**config.mk**
```make
export PLATFORM = sky130hd
export DESIGN_NAME = pio_in_edge_irq
export DESIGN_NICKNAME = d
export VERILOG_FILES = /design/src/rtl/pio_in_edge_irq.sv
export SDC_FILE = /design/constraint.sdc
export NUM_CORES = 1
export LEC_CHECK = 0
export BUFFER_PORTS_ARGS = -buffer_cell sky130_fd_sc_hd__buf_2
export CAP_MARGIN = 40
export CORE_MARGIN = 10
export CORE_UTILIZATION = 53
export DETAILED_ROUTE_END_ITERATION = 10
export PLACE_DENSITY = 0.79
export SLEW_MARGIN = 5
export SYNTH_ARGS = -nofsm -noshare
export SYNTH_HDL_FRONTEND = slang
export SYNTH_SLANG_ARGS = --single-unit
```
**constraint.sdc**
```tcl
create_clock -name clk -period 5.2 [get_ports clk]
set_input_delay 0.78 -clock clk [delete_from_list [all_inputs] [get_ports clk]]
set_output_delay 0.78 -clock clk [all_outputs]
set_load 0.005 [all_outputs]
```
**src/rtl/pio_in_edge_irq.sv**
```systemverilog
// Avalon-MM input PIO with edge capture, per-bit glitch filter, interrupt mask
// and a saturating edge counter. Single clock domain, synchronous reset.
module pio_in_edge_irq #(
  parameter int unsigned WIDTH       = 8,
  parameter int unsigned SYNC_STAGES = 2,
  parameter int unsigned EDGE_TYPE   = 0,
  parameter int unsigned DEBOUNCE    = 0,
  parameter int unsigned DEB_W       = 16
) (
  input  logic             clk,
  input  logic             reset,
  input  logic [2:0]       address,
  input  logic             chipselect,
  input  logic             write_n,
  input  logic [31:0]      writedata,
  output logic [31:0]      readdata,
  input  logic [WIDTH-1:0] in_port,
  output logic             irq
);

  localparam logic [2:0] AddrData  = 3'd0;
  localparam logic [2:0] AddrMask  = 3'd2;
  localparam logic [2:0] AddrCap   = 3'd3;
  localparam logic [2:0] AddrCount = 3'd4;

  logic                                wr;
  logic [SYNC_STAGES-1:0][WIDTH-1:0]   sync_q;
  logic [WIDTH-1:0]                    sync_s;
  logic [WIDTH-1:0]                    filt_q;
  logic [WIDTH-1:0]                    filt_dly_q;
  logic [WIDTH-1:0]                    edge_det;
  logic [WIDTH-1:0]                    irqmask_q, irqmask_d;
  logic [WIDTH-1:0]                    capture_q, capture_d;
  logic [15:0]                         count_q, count_d;
  logic [31:0]                         readdata_q, readdata_d;
  logic [5:0]                          edge_pop;
  logic [16:0]                         count_sum;
  logic                                unused_wdata;

  // Bits of writedata above WIDTH have no function.
  assign unused_wdata = ^writedata;

  assign wr     = chipselect & ~write_n;
  assign sync_s = sync_q[SYNC_STAGES-1];

  function automatic logic [5:0] popcount(input logic [WIDTH-1:0] v);
    logic [5:0] c;
    c = '0;
    for (int i = 0; i < WIDTH; i++) begin
      c = c + 6'(v[i]);
    end
    return c;
  endfunction

  // Input synchroniser chain; stage 0 samples the asynchronous pins.
  always_ff @(posedge clk) begin
    if (reset) begin
      sync_q <= '0;
    end else begin
      sync_q <= {sync_q[SYNC_STAGES-2:0], in_port};
    end
  end

  if (DEBOUNCE <= 1) begin : g_nofilt
    // Filtered level simply follows the synchroniser output.
    always_ff @(posedge clk) begin
      if (reset) begin
        filt_q <= '0;
      end else begin
        filt_q <= sync_s;
      end
    end
  end else begin : g_filt
    localparam logic [DEB_W-1:0] DebLast = DEB_W'(DEBOUNCE - 1);

    logic [WIDTH-1:0][DEB_W-1:0] cnt_q, cnt_d;
    logic [WIDTH-1:0]            filt_d;

    // Per-bit counter of consecutive cycles the input disagrees with the filtered level.
    always_comb begin
      filt_d = filt_q;
      cnt_d  = cnt_q;
      for (int i = 0; i < WIDTH; i++) begin
        if (sync_s[i] == filt_q[i]) begin
          cnt_d[i] = '0;
        end else if (cnt_q[i] == DebLast) begin
          filt_d[i] = sync_s[i];
          cnt_d[i]  = '0;
        end else begin
          cnt_d[i] = cnt_q[i] + DEB_W'(1);
        end
      end
    end

    // Filter state registers.
    always_ff @(posedge clk) begin
      if (reset) begin
        filt_q <= '0;
        cnt_q  <= '0;
      end else begin
        filt_q <= filt_d;
        cnt_q  <= cnt_d;
      end
    end
  end

  // Delayed copy of the filtered level for edge detection.
  always_ff @(posedge clk) begin
    if (reset) begin
      filt_dly_q <= '0;
    end else begin
      filt_dly_q <= filt_q;
    end
  end

  // Edge selection by configured polarity.
  always_comb begin
    if (EDGE_TYPE == 0) begin
      edge_det = filt_q & ~filt_dly_q;
    end else if (EDGE_TYPE == 1) begin
      edge_det = ~filt_q & filt_dly_q;
    end else begin
      edge_det = filt_q ^ filt_dly_q;
    end
  end

  assign edge_pop  = popcount(edge_det);
  assign count_sum = {1'b0, count_q} + 17'(edge_pop);

  // Register next-state: mask write, W1C capture (new edge beats clear), saturating count.
  always_comb begin
    irqmask_d = irqmask_q;
    if (wr && address == AddrMask) begin
      irqmask_d = writedata[WIDTH-1:0];
    end

    if (wr && address == AddrCap) begin
      capture_d = edge_det | (capture_q & ~writedata[WIDTH-1:0]);
    end else begin
      capture_d = edge_det | capture_q;
    end

    if (wr && address == AddrCount) begin
      count_d = 16'(edge_pop);
    end else if (count_sum[16]) begin
      count_d = 16'hFFFF;
    end else begin
      count_d = count_sum[15:0];
    end
  end

  // Read mux, registered every cycle regardless of chipselect.
  always_comb begin
    readdata_d = '0;
    case (address)
      AddrData:  readdata_d = 32'(filt_q);
      AddrMask:  readdata_d = 32'(irqmask_q);
      AddrCap:   readdata_d = 32'(capture_q);
      AddrCount: readdata_d = 32'(count_q);
      default:   readdata_d = '0;
    endcase
  end

  // Control/status registers.
  always_ff @(posedge clk) begin
    if (reset) begin
      irqmask_q  <= '0;
      capture_q  <= '0;
      count_q    <= '0;
      readdata_q <= '0;
    end else begin
      irqmask_q  <= irqmask_d;
      capture_q  <= capture_d;
      count_q    <= count_d;
      readdata_q <= readdata_d;
    end
  end

  assign readdata = readdata_q;
  assign irq      = |(capture_q & irqmask_q);

endmodule

```
==> flow_results.xml <==
<?xml version="1.0" encoding="UTF-8"?>
<metrics>
  <group name="min_path">
    <metric name="min-delay-start" unit="">sync_q[6]</metric>
    <metric name="min-delay-path-class" unit="">flip-flop to flip-flop</metric>
  </group>
  <group name="floorplanning">
    <metric name="die-width" unit="um">100</metric>
    <metric name="fp-row-count" unit="">29</metric>
    <metric name="core_area" unit="mm2">0.00631</metric>
    <metric name="initial_core_util" unit="%">54.4</metric>
    <metric name="io-pin-count" unit="">80</metric>
    <metric name="chipHeight" unit="um">100</metric>
    <metric name="design.die.area" unit="mm2">0.0101</metric>
  </group>
  <group name="timing">
    <metric name="rsz_0062_raised_after_global_routing" unit="">no</metric>
    <metric name="timing_worst_slew_pin_value" unit="ps">878</metric>
    <metric name="setup_total_negative_slack" unit="ps">0</metric>
    <metric name="period_utilisation_layout" unit="%">90.3</metric>
    <metric name="period_minus_slack" unit="ps">4690</metric>
    <metric name="setup_violations" unit="">0</metric>
    <metric name="number_of_max_slew_violations_in_the_final_report" unit="">0</metric>
    <metric name="hold_vio_cnt_final" unit="">0</metric>
    <metric name="max-slew-margin-rel" unit="%">41.5</metric>
    <metric name="achievable-frequency" unit="MHz">213</metric>
    <metric name="timing.clock.skew" unit="ps">10.8</metric>
  </group>
  <group name="clocking">
    <metric name="cts_buffer_depth" unit="">2</metric>
    <metric name="cts-resized-gates" unit="">0</metric>
    <metric name="cts_tree" unit="">done</metric>
    <metric name="clk_root_buffer_cell" unit="">sky130_fd_sc_hd__clkbuf_8</metric>
    <metric name="post-cts-setup-buffers" unit="">0</metric>
    <metric name="cts_made_buffers" unit="">9</metric>
    <metric name="cts_max_level" unit="">3</metric>
    <metric name="clkSlewWorstSetupHoldPaths" unit="ps">80</metric>
    <metric name="clk_latency" unit="ps">360</metric>
    <metric name="cts.hold.buffers_added" unit="">0</metric>
    <metric name="clock_sinks" unit="">80</metric>
  </group>
  <group name="power">
    <metric name="share_clk_of_total_power" unit="%">36.6</metric>
    <metric name="power_frac_seq" unit="%">56.4</metric>
    <metric name="peak_supply_drop" unit="mV">0.184</metric>
    <metric name="p_sw_share" unit="%">24.7</metric>
    <metric name="total_leakage_power" unit="uW">0.00164</metric>
    <metric name="comb_power_share" unit="%">7.0</metric>
    <metric name="switching_power" unit="uW">279</metric>
    <metric name="power_report.internal_total" unit="uW">850</metric>
    <metric name="power-per-cell-area" unit="mW/mm2">296</metric>
  </group>
  <group name="setup_path">
    <metric name="critical_path_class" unit="">flip-flop to flip-flop</metric>
    <metric name="timing.critical_path.arrival" unit="ps">4920</metric>
    <metric name="setup.worst_path.start" unit="">filt_q[1]</metric>
    <metric name="critPathMaxFanout" unit="">11</metric>
    <metric name="path_delay_family" unit="">adder cells</metric>
    <metric name="crit_path_max_incr_delay" unit="ps">690</metric>
    <metric name="crit-reg2reg-launch" unit="">filt_q[1]</metric>
    <metric name="required" unit="ps">5420</metric>
    <metric name="crit_chain" unit="">nor2b_1 -&gt; fa_1 -&gt; inv_1 -&gt; fa_1 -&gt; fa_1 -&gt; inv_1 -&gt; ha_1 -&gt; inv_1 -&gt; fa_1 -&gt; inv_1 -&gt; ha_1 -&gt; a21o_1 -&gt; a22oi_1 -&gt; or3_2 -&gt; a31oi_1</metric>
    <metric name="worst_setup_path_start_kind" unit="">flip-flop</metric>
    <metric name="cp-end-kind" unit="">flip-flop</metric>
    <metric name="critical-path-slowest-cell" unit="">sky130_fd_sc_hd__a22oi_1</metric>
    <metric name="cp_num_buf_inv" unit="">4</metric>
  </group>
  <group name="logic_synthesis">
    <metric name="async_reset_ff_share" unit="%">0</metric>
    <metric name="synth.distinct_cells" unit="">50</metric>
    <metric name="avgSynthCellArea" unit="um2">9.61</metric>
    <metric name="synth_ff_type" unit="">sky130_fd_sc_hd__dfxtp_1</metric>
    <metric name="synth_sequential_area_ratio" unit="%">46.7</metric>
    <metric name="synth_area" unit="mm2">0.00343</metric>
    <metric name="synth_edf_count" unit="">0</metric>
    <metric name="synth-warning-count" unit="">0</metric>
    <metric name="synth_cells" unit="">357</metric>
    <metric name="yosys_register_bits" unit="">80</metric>
  </group>
  <group name="routing">
    <metric name="wirelength" unit="um">6880</metric>
    <metric name="via_density" unit="">5.38</metric>
    <metric name="antenna_violating_nets_post_route" unit="">0</metric>
    <metric name="post_drt_wl_per_cell" unit="um">14.6</metric>
    <metric name="vias" unit="">2538</metric>
    <metric name="route.detailed.drc" unit="">0</metric>
    <metric name="first_iter_violations" unit="">204</metric>
    <metric name="drt_first_pass_iters" unit="">4</metric>
  </group>
  <group name="place">
    <metric name="detailed_place.area" unit="mm2">0.00363</metric>
    <metric name="count_of_buffers_from_port_buffering" unit="">39</metric>
    <metric name="place.detailed.hpwl" unit="um">4970</metric>
    <metric name="place.gp.congestion" unit="">0.805</metric>
  </group>
  <group name="grt">
    <metric name="grt_start_max_net_pins" unit="">47</metric>
    <metric name="grt_antenna_before_repair" unit="">0</metric>
    <metric name="gr-usage-all-layers" unit="%">14.0</metric>
    <metric name="grt_pass1_vias" unit="">2426</metric>
    <metric name="grt_overflow_total" unit="">0</metric>
    <metric name="grt_pass1_wl" unit="um">11400</metric>
  </group>
  <group name="final_layout">
    <metric name="num_antenna_cells" unit="">0</metric>
    <metric name="top_library_cells_by_usage_in_the_layout_fill_and_taps_aside" unit="">sky130_fd_sc_hd__dfxtp_1 (80), sky130_fd_sc_hd__nor2b_1 (46), sky130_fd_sc_hd__buf_2 (39), sky130_fd_sc_hd__nor2_1 (19), sky130_fd_sc_hd__conb_1 (16)</metric>
    <metric name="drive_gt1_share" unit="%">18.2</metric>
    <metric name="most_common_cell_after_layout_fill_and_taps_aside" unit="">sky130_fd_sc_hd__dfxtp_1</metric>
    <metric name="postLayoutCellArea" unit="mm2">0.00381</metric>
    <metric name="area_delta_synth_final" unit="%">11.0</metric>
    <metric name="finish.net_count" unit="">451</metric>
  </group>
  <group name="status">
    <metric name="outcome" unit="">finished, final reports clean</metric>
  </group>
  <group name="job">
    <metric name="max_cap_viol_count" unit="">0</metric>
  </group>
</metrics>
[flip-flops by register name, summed over array words and instances (netlist names)]
signal	flops
readdata	16
capture_q	8
filt_q	8
count_q	16
filt_dly_q	8
sync_s	8
sync_q	8
irqmask_q	8
[power groups by stage]
| stage | combinational [uW] | sequential [uW] | clock (uW) |
|---|---|---|---|
| CTS | 78.6 | 637 | 426 |
| global route | 89.4 | 639 | 451 |
| finish | 79.0 | 637 | 413 |
| floorplan | 64.3 | 649 | 0 |
| global placement | 72.2 | 650 | 0 |
| detailed placement | 78.0 | 651 | 0 |
[cell type report]
type	instances	area, um2
Sequential cell	80	1600
Multi-Input combinational cell	243	1640
Fill cell	538	2500
Tap cell	77	96.3
Clock buffer	10	138
Inverter	14	52.6
Clock inverter	5	41.3
Timing Repair Buffer	43	241
[cell families (layout without fill, tap and decap cells)]
group / Yosys count / in the layout / share of synthesized area (%)
AO/OA/AOI/OAI: 60 / 60 / 11.4
XOR/XNOR: 6 / 6 / 1.53
adder cells (fa/ha/maj): 13 / 13 / 5.83
buffers and inverters: 49 / 72 / 7.22
flip-flops: 80 / 80 / 46.7
multiplexers: 17 / 17 / 5.25
other: 1 / 16 / 0.109
AND/OR/NAND/NOR: 131 / 131 / 22.0
[path summary, 6_finish.rpt]
| path | cells after the start | slack (ps) | end |
|---|---|---|---|
| setup / recovery | 15 | 510 | count_q[9] |
| hold / removal | 1 | 440 | sync_s[6] |
| setup reg to reg | 15 | 510 | count_q[9] |
| hold reg to reg | 1 | 440 | sync_s[6] |
[synth_stat cells (5+ instances only)]
library cell | number | area share (%)
sky130_fd_sc_hd__nor2b_1 | 46 | 8.4
sky130_fd_sc_hd__dfxtp_1 | 80 | 47
sky130_fd_sc_hd__nand2b_1 | 5 | 0.91
sky130_fd_sc_hd__a22oi_1 | 13 | 2.8
sky130_fd_sc_hd__nor2_1 | 19 | 2.1
sky130_fd_sc_hd__and2_1 | 8 | 1.5
sky130_fd_sc_hd__nand2_1 | 12 | 1.3
sky130_fd_sc_hd__nand3_1 | 15 | 2.2
sky130_fd_sc_hd__inv_1 | 14 | 1.5
sky130_fd_sc_hd__xor2_1 | 5 | 1.3
sky130_fd_sc_hd__mux2i_1 | 9 | 2.6
sky130_fd_sc_hd__a21oi_1 | 15 | 2.2
sky130_fd_sc_hd__mux2_2 | 8 | 2.6
sky130_fd_sc_hd__clkbuf_1 | 14 | 1.5
sky130_fd_sc_hd__ha_1 | 8 | 2.9
sky130_fd_sc_hd__fa_1 | 5 | 2.9
sky130_fd_sc_hd__buf_4 | 16 | 3.5
sky130_fd_sc_hd__o21ai_0 | 8 | 1.2
[layer usage]
layer | vias up | global-route usage [%] | share of wire, %
met5 | - | 0 | 0
met4 | 0 | 7.07 | 2.2
met3 | 14 | 5.35 | 7.1
met2 | 85 | 21.0 | 46
met1 | 1180 | 17.0 | 45
li1 | 1259 | - | -
[stage by stage]
step	setup slack, ps	std cells	power [uW]	hold slack (ps)	utilization (%)
6_report	507	472	1130	437	60.3
5_1_grt	264	472	1180	461	60.3
4_1_cts	552	472	1140	440	60.3
3_5_place_dp	614	457	729	420	57.5
3_3_place_gp	689	455	723	416	57.0
2_1_floorplan	794	372	713	414	-
No activity file was read; power rests on OpenSTA's default activity.
